[config.mk]
export PLATFORM = sky130hd
export DESIGN_NAME = pipe_hazard_ctl
export DESIGN_NICKNAME = d
export VERILOG_FILES = /design/src/rtl/pipe_hazard_ctl.sv
export SDC_FILE = /design/constraint.sdc
export NUM_CORES = 1
export LEC_CHECK = 0
export BUFFER_PORTS_ARGS = -buffer_cell sky130_fd_sc_hd__buf_2
export CAP_MARGIN = 20
export CORE_MARGIN = 1.5
export CORE_UTILIZATION = 47
export CTS_CLUSTER_DIAMETER = 200
export CTS_CLUSTER_SIZE = 24
export DETAILED_ROUTE_END_ITERATION = 8
export HOLD_SLACK_MARGIN = 0.05
export PLACE_DENSITY = 0.76
export SETUP_SLACK_MARGIN = 0.15
export SLEW_MARGIN = 20
export SYNTH_ARGS = -nofsm -noshare
export SYNTH_HDL_FRONTEND = slang
export SYNTH_SLANG_ARGS = --single-unit
[constraint.sdc]
create_clock -name clk -period 2.2 [get_ports clk]
set_clock_uncertainty 0.1 [all_clocks]
set_input_delay 0.11 -clock clk [delete_from_list [all_inputs] [get_ports clk]]
set_output_delay 0.11 -clock clk [all_outputs]
set_load 0.005 [all_outputs]
[src/rtl/pipe_hazard_ctl.sv]
// rtl/pipe_hazard_ctl.sv - stall/flush/bubble controller for an in-order pipeline
// Stage 0 is fetch (youngest); stage NSTAGE-1 is the oldest.
module pipe_hazard_ctl #(
    parameter int NSTAGE     = 5,
    parameter int HOLD_STAGE = 3,
    parameter int LENW       = 4,
    parameter int CNTW       = 16
) (
    input  logic              clk,
    input  logic              reset,
    input  logic [NSTAGE-1:0] i_stall_req,
    input  logic [NSTAGE-1:0] i_flush_req,
    input  logic              i_hold_start,
    input  logic [LENW-1:0]   i_hold_len,
    input  logic              i_fetch_val,
    output logic [NSTAGE-1:0] o_stall,
    output logic [NSTAGE-1:0] o_flush,
    output logic [NSTAGE-1:0] o_valid,
    output logic              o_hold_busy,
    output logic [CNTW-1:0]   o_stall_cnt,
    output logic [CNTW-1:0]   o_flush_cnt
);

    typedef enum logic {S_IDLE, S_HOLD} state_t;

    state_t            r_state;
    logic [LENW-1:0]   r_hold_cnt;
    logic [NSTAGE-1:0] r_valid;
    logic [CNTW-1:0]   r_stall_cnt;
    logic [CNTW-1:0]   r_flush_cnt;

    logic [NSTAGE-1:0] w_older_freq;
    logic [NSTAGE-1:0] w_stall_raw;
    logic [NSTAGE-1:0] w_stalled_by_older;
    logic [NSTAGE-1:0] w_flush_hon;
    logic [NSTAGE-1:0] w_kill;
    logic [NSTAGE-1:0] w_flush;
    logic [NSTAGE-1:0] w_stall;
    logic [NSTAGE-1:0] w_valid_in;
    logic              w_hold_busy;

    assign w_hold_busy = (r_state == S_HOLD);

    // Older requests dominate: scan from the oldest stage down to fetch.
    always_comb begin
        logic v_fr_acc;
        logic v_st_acc;
        logic v_kill_acc;
        logic v_s;
        v_fr_acc           = 1'b0;
        v_st_acc           = 1'b0;
        v_kill_acc         = 1'b0;
        v_s                = 1'b0;
        w_older_freq       = '0;
        w_stall_raw        = '0;
        w_stalled_by_older = '0;
        w_flush_hon        = '0;
        w_kill             = '0;
        w_flush            = '0;
        for (int i = NSTAGE - 1; i >= 0; i--) begin
            w_older_freq[i] = v_fr_acc;
            v_fr_acc        = v_fr_acc | i_flush_req[i];
            v_s = (i_stall_req[i] | ((i == HOLD_STAGE) && w_hold_busy)) & ~w_older_freq[i];
            w_stalled_by_older[i] = v_st_acc;
            w_stall_raw[i]        = v_st_acc | v_s;
            v_st_acc              = w_stall_raw[i];
            w_flush_hon[i]        = i_flush_req[i] & ~w_stalled_by_older[i];
            w_kill[i]             = v_kill_acc;
            v_kill_acc            = v_kill_acc | w_flush_hon[i];
        end
        for (int i = 0; i < NSTAGE; i++) begin
            w_flush[i] = reset | w_kill[i];
        end
        // Bubble into the oldest stage that is not frozen behind a stall.
        for (int i = 1; i < NSTAGE; i++) begin
            w_flush[i] = w_flush[i] | (w_stall_raw[i-1] & ~w_stall_raw[i]);
        end
    end

    assign w_stall    = w_stall_raw & ~w_flush;
    assign w_valid_in = {r_valid[NSTAGE-2:0], i_fetch_val};

    always_ff @(posedge clk) begin
        if (reset) begin
            r_state    <= S_IDLE;
            r_hold_cnt <= '0;
        end else begin
            case (r_state)
                S_IDLE: begin
                    if (i_hold_start && (i_hold_len != '0) && !w_older_freq[HOLD_STAGE]) begin
                        r_state    <= S_HOLD;
                        r_hold_cnt <= i_hold_len;
                    end
                end
                S_HOLD: begin
                    r_hold_cnt <= r_hold_cnt - LENW'(1);
                    if (w_older_freq[HOLD_STAGE] || (r_hold_cnt == LENW'(1))) begin
                        r_state    <= S_IDLE;
                        r_hold_cnt <= '0;
                    end
                end
                default: r_state <= S_IDLE;
            endcase
        end
    end

    always_ff @(posedge clk) begin
        if (reset) begin
            r_valid     <= '0;
            r_stall_cnt <= '0;
            r_flush_cnt <= '0;
        end else begin
            for (int i = 0; i < NSTAGE; i++) begin
                if (w_flush[i]) begin
                    r_valid[i] <= 1'b0;
                end else if (!w_stall[i]) begin
                    r_valid[i] <= w_valid_in[i];
                end
            end
            if (w_stall[0] && (r_stall_cnt != '1)) begin
                r_stall_cnt <= r_stall_cnt + CNTW'(1);
            end
            if ((|w_flush_hon) && (r_flush_cnt != '1)) begin
                r_flush_cnt <= r_flush_cnt + CNTW'(1);
            end
        end
    end

    assign o_stall     = w_stall;
    assign o_flush     = w_flush;
    assign o_valid     = r_valid;
    assign o_hold_busy = w_hold_busy;
    assign o_stall_cnt = r_stall_cnt;
    assign o_flush_cnt = r_flush_cnt;

endmodule

==> run metrics, run 1 <==
outcome=complete, no violations; mux share of post-synthesis cell area=0.03434; Synth warnings=0; flop-to-flop setup slack=about 0.22 ns; Synth cell types=54; fin crit period=~2.0 ns; WL/cell=about 15 microns; Longest Clk Path Bufs=2; area delta synth->final=28.62%; adder-cell area share of the yosys netlist=0.02081; boundary pin count=66; starting density of the core=0.4992; Post-Place Cells=approximately 420; slowest CP cell=o311a_4; Async SR Flop Fraction=0; WP buf/inv=0; DIE HEIGHT=~75 microns; dpl hpwl=4273 microns; Starting DRT DRC Count=165; 1st-pass router iterations=4; worst r2r src=o_hold_busy$_SDFF_PP0_; IO buf count=65; Syn Nets=312; critical path required time=between 2 and 2.5 ns; CP arrival=around 2.1 ns; share of cells above drive strength 1=0.3324; CP delay by family, top=compound AO/OA/AOI/OAI gates; CP Max Fanout=14; Synth area leaders=dfxtp_1 35%, a21oi_1 5.6%, o31ai_1 5.0%; top_reg_cell synth=dfxtp_1; Post-route DRC=0; synthesized area per cell=~8.3 sq um; Total GRT Usage=0.2172; top cells by count, synth=42 x dfxtp_1, 27 x a21oi_1, 24 x nand2_1; slew margin rel.=0.6759; Max-Cap Viols=0; vias in the first global route=about 2200; Synth area leader=dfxtp_1; die area=5555 sq um; htree depth=2; Reg clk slew, reported paths=0.08 ns; Post-Synth XOR/XNOR Area=0; floorplan row count=25; root buf cell=clkbuf_8; CTS Buf Count=5; hold path depth=3; final hold slack=~0.062 ns; Power Density=between 500 and 600 nW/um^2; setup TNS=0 ns; global-route wire length before repair=9625 microns; fin crit share=0.8980; NumNets Final=~390; Tightest Pin Transition=0.4861 ns; r2r endpoint=o_flush_cnt[8]$_SDFFE_PP0P_; initial antenna violation count=0; fillcell total=463; Yosys top cell area share=0.3496; Clk Latency, worst-skew pair=~0.29 ns; Hold WC Path Type=in2reg; CTS Sinks=42; CTS tree=done; Pwr Total=1622 uW; Leak=0.001234 uW; WL final=about 6400 microns; Worst setup EP type=flop; Cells after Synth=just under 300; Hold Crit Start=i_flush_req[1]; final setup fails=0; largest net degree at the start of global routing=39; reg2reg path depth=5; top-count cell post-synth=dfxtp_1; Final Cell Area=~3100 sq um; vias per cell=approximately 5.9; Area after DPL=approximately 2800 sq um; Vias=2571; Hold Path End=o_valid[0]$_SDFFE_PP0N_; die width=74.53 microns; Post-Synth Simple-Gate Area=0.2882; main combinational cell family by area after synthesis=simple AND/OR/NAND/NOR gates; Congestion Overflow GR=0; Post-Syn Area=around 2400 sq um; Largest stage delay, worst path=around 0.43 ns; Seq/Total Area, Yosys=0.3496; CP Launch Type=flop; worst path cell trace=nor2_2 -> a21oi_1 -> o311a_4 -> nor4_2 -> mux2_4; Post-synth EDFFs=0; final non-filler cell total=roughly 430; Worst VDD drop=about 0.32 mV; Final Wtd Congestion=between 0.8 and 0.9; antenna viol nets, final=0; Final Hold Viols=0; RSZ-0062 raised after global routing=yes; max-slew violation total from the final report=0; register bit total from synthesis=between 40 and 50; n_diodes=0; fmax=roughly 0.5 GHz; Synth Area in Compound Gates=0.2435; Core Region=between 4000 and 5000 sq um; WS Path Type=reg2reg
area by class of cell:
cell class                      count  area (sq um)  share of cell area
Inverter                           14         52.55             0.01699
Multi-Input combinational cell    217          1484              0.4798
Timing Repair Buffer               87         510.5              0.1650
Clock buffer                        6         82.58             0.02670
Tap cell                           67         83.83             0.02710
Clock inverter                      1         30.03            0.009709
Sequential cell                    42         849.6              0.2747
worst min-delay path, stage by stage:
cell and delay (ns):
buf_2 0.13, a21o_1 0.14, a21oi_1 0.04
cells by family after synthesis:
family | count (synthesis)
and+or+nand+nor | 121
muxes | 7
AOI/OAI and AO/OA | 84
buffers and inverters | 32
DFF | 42
adders and majority gates | 4
per-layer routing:
metal / track usage / vias up / part of all wire
li1: - / 1258 / -
met1: 0.2814 / 1218 / 0.46
met2: 0.3730 / 85 / 0.48
met3: 0.03523 / 10 / 0.048
met4: 0.06263 / 0 / 0.013
met5: 0 / - / 0
registers in the layout, summed over array words and instances (netlist names):
name         count
o_flush_cnt     16
o_stall_cnt     16
o_valid          5
r_hold_cnt       4
o_hold_busy      1
placed cells by master, fill, tap and decap left out, types with 3 or more instances in the layout:
cell and instances:
nand4_1 5, o21ai_1 3, nor4_1 3, o311ai_1 5, or2_2 4, dfxtp_1 37, a21oi_1 27, or4_1 16
buf_4 16, inv_1 14, clkbuf_8 6, dfxtp_2 4, nor3_1 4, nand2b_1 4, nand3_1 16, nor2_1 17
o21ai_0 8, o311a_1 3, or3_1 3, dlygate4sd3_1 4, o41ai_1 4, o31ai_1 16, buf_2 66, nand2_1 24
mux2i_1 3, nor2b_1 6
worst max path at each step:
stage / from / to / slack [ns] / cells after the start
6_report: o_hold_busy$_SDFF_PP0_ / o_flush_cnt[8]$_SDFFE_PP0P_ / 0.22 / 5
5_1_grt: o_flush_cnt[0]$_SDFFE_PP0P_ / o_flush_cnt[11]$_SDFFE_PP0P_ / 0.13 / 8
4_1_cts: o_flush_cnt[0]$_SDFFE_PP0P_ / o_flush_cnt[5]$_SDFFE_PP0P_ / 0.17 / 7
3_5_place_dp: i_flush_req[4] / o_stall_cnt[6]$_SDFFE_PP0P_ / 0.13 / 6
3_3_place_gp: i_flush_req[4] / o_stall_cnt[6]$_SDFFE_PP0P_ / 0.17 / 6
2_1_floorplan: o_hold_busy$_SDFF_PP0_ / o_flush_cnt[5]$_SDFFE_PP0P_ / 0.13 / 7
where the power goes:
part	internal (uW)	total [uW]	switching (uW)	leakage, uW
logic	86.2	200	114	0.000834
registers	774	789	14.9	0.000342
clock network	363	633	270	0.0000573
through the flow:
stage | worst slack [ns] | utilization
CTS | 0.1700 | 0.6252
global route | 0.1258 | 0.6421
detailed placement | 0.1344 | 0.5909
floorplan | 0.1339 | -
finish | 0.2245 | 0.6421
global placement | 0.1742 | 0.5909
repair_timing:
item | CTS | global route
gates cloned | 0 | 1
hold buffers | 4 | 0
resized for setup | 3 | 17
hold endpoints to repair | 4 | 0
pin swaps | 0 | 2
endpoints found under the setup margin | 5 | 22
setup buffers | 0 | 3
Power figures use the tool's default switching activity.
==> inputs of run 2 (changes only) <==
--- a/config.mk
+++ b/config.mk
@@ -14,6 +14,7 @@
 export DETAILED_ROUTE_END_ITERATION = 8
 export HOLD_SLACK_MARGIN = 0.05
 export PLACE_DENSITY = 0.76
+export RECOVER_POWER = 50
 export SETUP_SLACK_MARGIN = 0.15
 export SLEW_MARGIN = 20
 export SYNTH_ARGS = -nofsm -noshare
==> run metrics, run 2 (same netlist as run 1, synthesis figures left out) <==
register share of total power=0.487; WP buf/inv=0; Tightest Pin Transition=roughly 0.76 ns; power share of the clock group=0.390; Reg clk slew, reported paths=roughly 0.080 ns; share of power burned in combinational logic=0.123; Core Region=just under 5000 sq um; largest net degree at the start of global routing=39; fin crit period=2.021 ns; share of cells above drive strength 1=0.2752; Power Density=~530 nW/um^2; 1st-pass router iterations=4; area delta synth->final=27.06%; r2r endpoint=o_flush_cnt[11]$_SDFFE_PP0P_; slowest CP cell=or4_1; final setup fails=0; slew margin rel.=0.4920; Switching Fraction=0.2452; final setup margin=roughly 0.18 ns; sequential cell area=844.6 sq um; multi-input logic area=about 1500 sq um; root buf cell=clkbuf_8; dpl hpwl=roughly 4300 microns; Pint=approximately 1200 uW; CTS Sinks=42; CTS tree=done; vias per cell=5.935; CP delay by family, top=compound AO/OA/AOI/OAI gates; worst r2r src=o_hold_busy$_SDFF_PP0_; CTS Buf Count=5; CP Launch Type=flop; RSZ-0062 raised after global routing=yes; most frequent cells in the layout=53 x buf_2, 41 x dfxtp_1, 27 x a21oi_1; worst path cell trace=nor2_1 -> a21oi_1 -> o311a_4 -> or4_1 -> a21oi_1; hold path depth=3; IO buf count=between 60 and 70; DIE HEIGHT=between 70 and 80 microns; fillcell total=roughly 480; global-route wire length before repair=approximately 9600 microns; setup TNS=0 ns; Longest Clk Path Bufs=2; Congestion Overflow GR=0; Sw Pwr=between 300 and 400 uW; Hold Path End=o_valid[0]$_SDFFE_PP0N_; Total GRT Usage=0.2172; floorplan row count=25; Vias=roughly 2600; outcome=complete, no violations; Leak=around 0.0012 uW; antenna viol nets, final=0; NumNets Final=between 300 and 400; Final Wtd Congestion=0.8325; die area=between 5000 and 6000 sq um; Pwr Total=1619 uW; fmax=0.4949 GHz; max-slew violation total from the final report=0; fin crit share=0.9184; WL final=about 6400 microns; Final Hold Viols=0; Largest stage delay, worst path=approximately 0.55 ns; reg2reg path depth=5; Clk Latency, worst-skew pair=about 0.29 ns; Starting DRT DRC Count=approximately 120; most common cell after layout, fill and taps aside=buf_2; Post-route DRC=0; Max-Cap Viols=0; initial antenna violation count=0; Hold Crit Start=i_flush_req[1]; CP arrival=2.13 ns; WL/cell=14.78 microns; Hold WC Path Type=in2reg; Worst setup EP type=flop; critical path required time=2.31 ns; vias in the first global route=~2200; starting density of the core=0.4992; CP Max Fanout=14; cell repeated most along the worst path=a21oi_1; worst slack, placed=between 0.1 and 0.15 ns; die width=roughly 75 microns; htree depth=2; WS Path Type=reg2reg; flop-to-flop setup slack=around 0.18 ns; Worst VDD drop=~0.32 mV; n_diodes=0; boundary pin count=between 60 and 70
-- run 2: cell type report --
cell class / count / area share
clock buffers: 6 / 0.02703
clock inverters: 1 / 0.009828
inverters: 14 / 0.01720
multi-input cells: 217 / 0.4848
flip-flops and latches: 42 / 0.2764
well taps: 67 / 0.02744
repair buffers: 87 / 0.1572
-- run 2: worst reg2reg max path: stages (launching register included) --
cell     delay, ns
dfxtp_1       0.33
nor2_1        0.17
a21oi_1       0.19
o311a_4       0.43
or4_1         0.55
a21oi_1       0.17
-- run 2: power groups by stage --
stage          Sequential [uW]  Combinational (uW)  Clock, uW
2_1_floorplan              804                 120          0
3_3_place_gp               803                 180          0
3_5_place_dp               804                 183          0
4_1_cts                    786                 190        639
5_1_grt                    791                 221        670
6_report                   788                 199        631
-- run 2: stage by stage --
stage	utilization	area [sq um]	hold WS [ns]	cells
3_3_place_gp	0.5909	2846	0.2643	419
5_1_grt	0.6343	3055	0.08346	434
4_1_cts	0.6252	3012	0.06256	430
3_5_place_dp	0.5909	2846	0.2690	419
6_report	0.6343	3055	0.06836	434
2_1_floorplan	-	2407	0.1460	290
-- run 2: layer usage --
layer / vias to the layer above / routed length (microns) / GRT usage
li1: 1259 / - / -
met1: 1215 / 2823 / 0.2814
met2: 92 / 3094 / 0.3730
met3: 10 / 412 / 0.03523
met4: 0 / 85 / 0.06263
met5: - / 0 / 0
-- run 2: repair_timing --
item                                    in CTS  in global routing
pin swaps                                    0                  2
buffers inserted                             0                  3
hold buffers                                 4                  0
endpoints found under the setup margin       5                 22
hold endpoints to repair                     4                  0
resized for setup                            3                 17
cloned                                       0                  1
-- run 2: worst max-delay path by stage --
| stage | startpoint | endpoint | slack, ns | cells past startpoint |
|---|---|---|---|---|
| after floorplan | o_hold_busy$_SDFF_PP0_ | o_flush_cnt[5]$_SDFFE_PP0P_ | 0.13 | 7 |
| after global placement | i_flush_req[4] | o_stall_cnt[6]$_SDFFE_PP0P_ | 0.17 | 6 |
| after detailed placement | i_flush_req[4] | o_stall_cnt[6]$_SDFFE_PP0P_ | 0.13 | 6 |
| after CTS | o_flush_cnt[0]$_SDFFE_PP0P_ | o_flush_cnt[5]$_SDFFE_PP0P_ | 0.17 | 7 |
| after global routing | o_flush_cnt[2]$_SDFFE_PP0P_ | o_flush_cnt[11]$_SDFFE_PP0P_ | 0.07 | 7 |
| final | o_hold_busy$_SDFF_PP0_ | o_flush_cnt[11]$_SDFFE_PP0P_ | 0.18 | 5 |
==> inputs of run 3 (changes only) <==
--- a/config.mk
+++ b/config.mk
@@ -7,9 +7,7 @@
 export LEC_CHECK = 0
 export BUFFER_PORTS_ARGS = -buffer_cell sky130_fd_sc_hd__buf_2
 export CAP_MARGIN = 20
-export CORE_MARGIN = 1.5
 export CORE_UTILIZATION = 47
-export CTS_CLUSTER_DIAMETER = 200
 export CTS_CLUSTER_SIZE = 24
 export DETAILED_ROUTE_END_ITERATION = 8
 export HOLD_SLACK_MARGIN = 0.05
==> run metrics, run 3 (same netlist as run 1, synthesis figures left out) <==
CP Max Fanout=7; Clk Latency, worst-skew pair=around 0.30 ns; Max-Cap Viols=0; Worst setup EP type=flop; CTS Buf Count=5; Tightest Pin Transition=about 0.77 ns; CP arrival=between 2 and 2.5 ns; flop-to-flop setup slack=between 0.2 and 0.25 ns; final core utilization=0.6332; NumNets Final=390; vias in the first global route=2165; CTS tree=done; Final Hold Viols=0; busiest grt layer=met2; slew margin rel.=0.4859; fin crit share=0.9085; boundary pin count=between 60 and 70; 1st-pass router iterations=5; vias per cell=~6.0; routing usage on met2=0.3700; Power Density=~500 nW/um^2; CTS Sinks=42; final non-filler cell total=436; Leak=about 0.0012 uW; n_diodes=0; htree depth=2; CP Launch Type=flop; setup TNS=0 ns; Post-Place Cells=418; Core Region=between 4000 and 5000 sq um; Longest Clk Path Bufs=2; area delta synth->final=26.85%; GR Util met3=0.04252; global-route wire length before repair=~9500 microns; worst path cell trace=nor2_1 -> a21oi_2 -> o311a_2 -> or4_1 -> a21oi_1; outcome=complete, no violations; Post-route DRC=0; antenna viol nets, final=0; die area=5407 sq um; initial antenna violation count=0; Total GRT Usage=0.2241; most frequent cells in the layout=53 x buf_2, 42 x dfxtp_1, 26 x a21oi_1; most common cell after layout, fill and taps aside=buf_2; fin crit period=about 2 ns; starting density of the core=0.4992; Pwr Total=roughly 1500 uW; IO buf count=65; Vias=2631; largest net degree at the start of global routing=39; Reg clk slew, reported paths=0.08 ns; slowest CP cell=or4_1; WL final=roughly 6300 microns; root buf cell=clkbuf_8; Worst VDD drop=approximately 0.28 mV; fmax=0.5003 GHz; share of cells above drive strength 1=0.2683; DIE HEIGHT=roughly 74 microns; dpl hpwl=a little over 4000 microns; WL/cell=between 10 and 15 microns; Congestion Overflow GR=0; WS Path Type=reg2reg; max-slew violation total from the final report=0; final setup fails=0; Final Wtd Congestion=~0.85; Largest stage delay, worst path=~0.52 ns; floorplan row count=25; critical path required time=approximately 2.3 ns; die width=73.53 microns; Starting DRT DRC Count=approximately 180; RSZ-0062 raised after global routing=no; Hold WC Path Type=in2reg; GR Util met1=0.2768
run 3: cell count changes in the layout (fill, tap and decap cells not counted), sizes merged:
cell and delta:
clkinv +1, o311a +1, bufinv -1, dlygate4sd3 +1
run 3: area by class of cell:
class / count / area [sq um]
fillers: 462 / 1767
clock buffers: 7 / 86.33
flip-flops and latches: 42 / 840.8
well taps: 67 / 83.83
clock inverters: 1 / 5.005
repair buffers: 87 / 490.5
multi-input cells: 218 / 1491
inverters: 14 / 52.55
run 3: power breakdown:
part           total, uW  switching [uW]  internal [uW]
Sequential           786            12.8            773
Combinational        204             120           83.4
Clock                527             274            254
Total               1520             407           1110
run 3: metal layers:
metal  share of wire  up-vias
li1                -     1269
met1            0.43     1213
met2            0.46      134
met3           0.082       15
met4           0.023        0
met5               0        -
run 3: worst max-delay path, delay by kind of cell, from the launching register on:
family             cells  cell delay, ns
and+or+nand+nor        2            0.73
AOI/OAI and AO/OA      3            0.75
DFF                    1            0.33
run 3: final timing paths:
path,start,end,cells past startpoint
hold / removal,i_stall_req[0],o_valid[1]$_SDFFE_PP0N_,4
setup / recovery,o_hold_busy$_SDFF_PP0_,o_flush_cnt[11]$_SDFFE_PP0P_,5
hold reg to reg,o_valid[4]$_SDFFE_PP0N_,o_valid[4]$_SDFFE_PP0N_,2
setup reg to reg,o_hold_busy$_SDFF_PP0_,o_flush_cnt[11]$_SDFFE_PP0P_,5
run 3: timing repair:
| item | 4_1_cts | 5_1_grt |
|---|---|---|
| cloned | 0 | 2 |
| endpoints found under the hold margin | 4 | 0 |
| hold buffers | 5 | 0 |
| endpoints found under the setup margin | 2 | 13 |
| pin swaps | 1 | 1 |
| resized for setup | 1 | 12 |
| buffers inserted | 0 | 3 |
run 3: metrics by stage:
stage                     hold slack [ns]  cell area, sq um  worst slack (ns)
after floorplan                    0.1460              2407            0.1339
after global placement             0.2634              2826            0.1766
after detailed placement           0.2728              2826            0.1426
after CTS                         0.07447              2968            0.1813
after global routing               0.1232              3050           0.07661
final                             0.08168              3050            0.2013
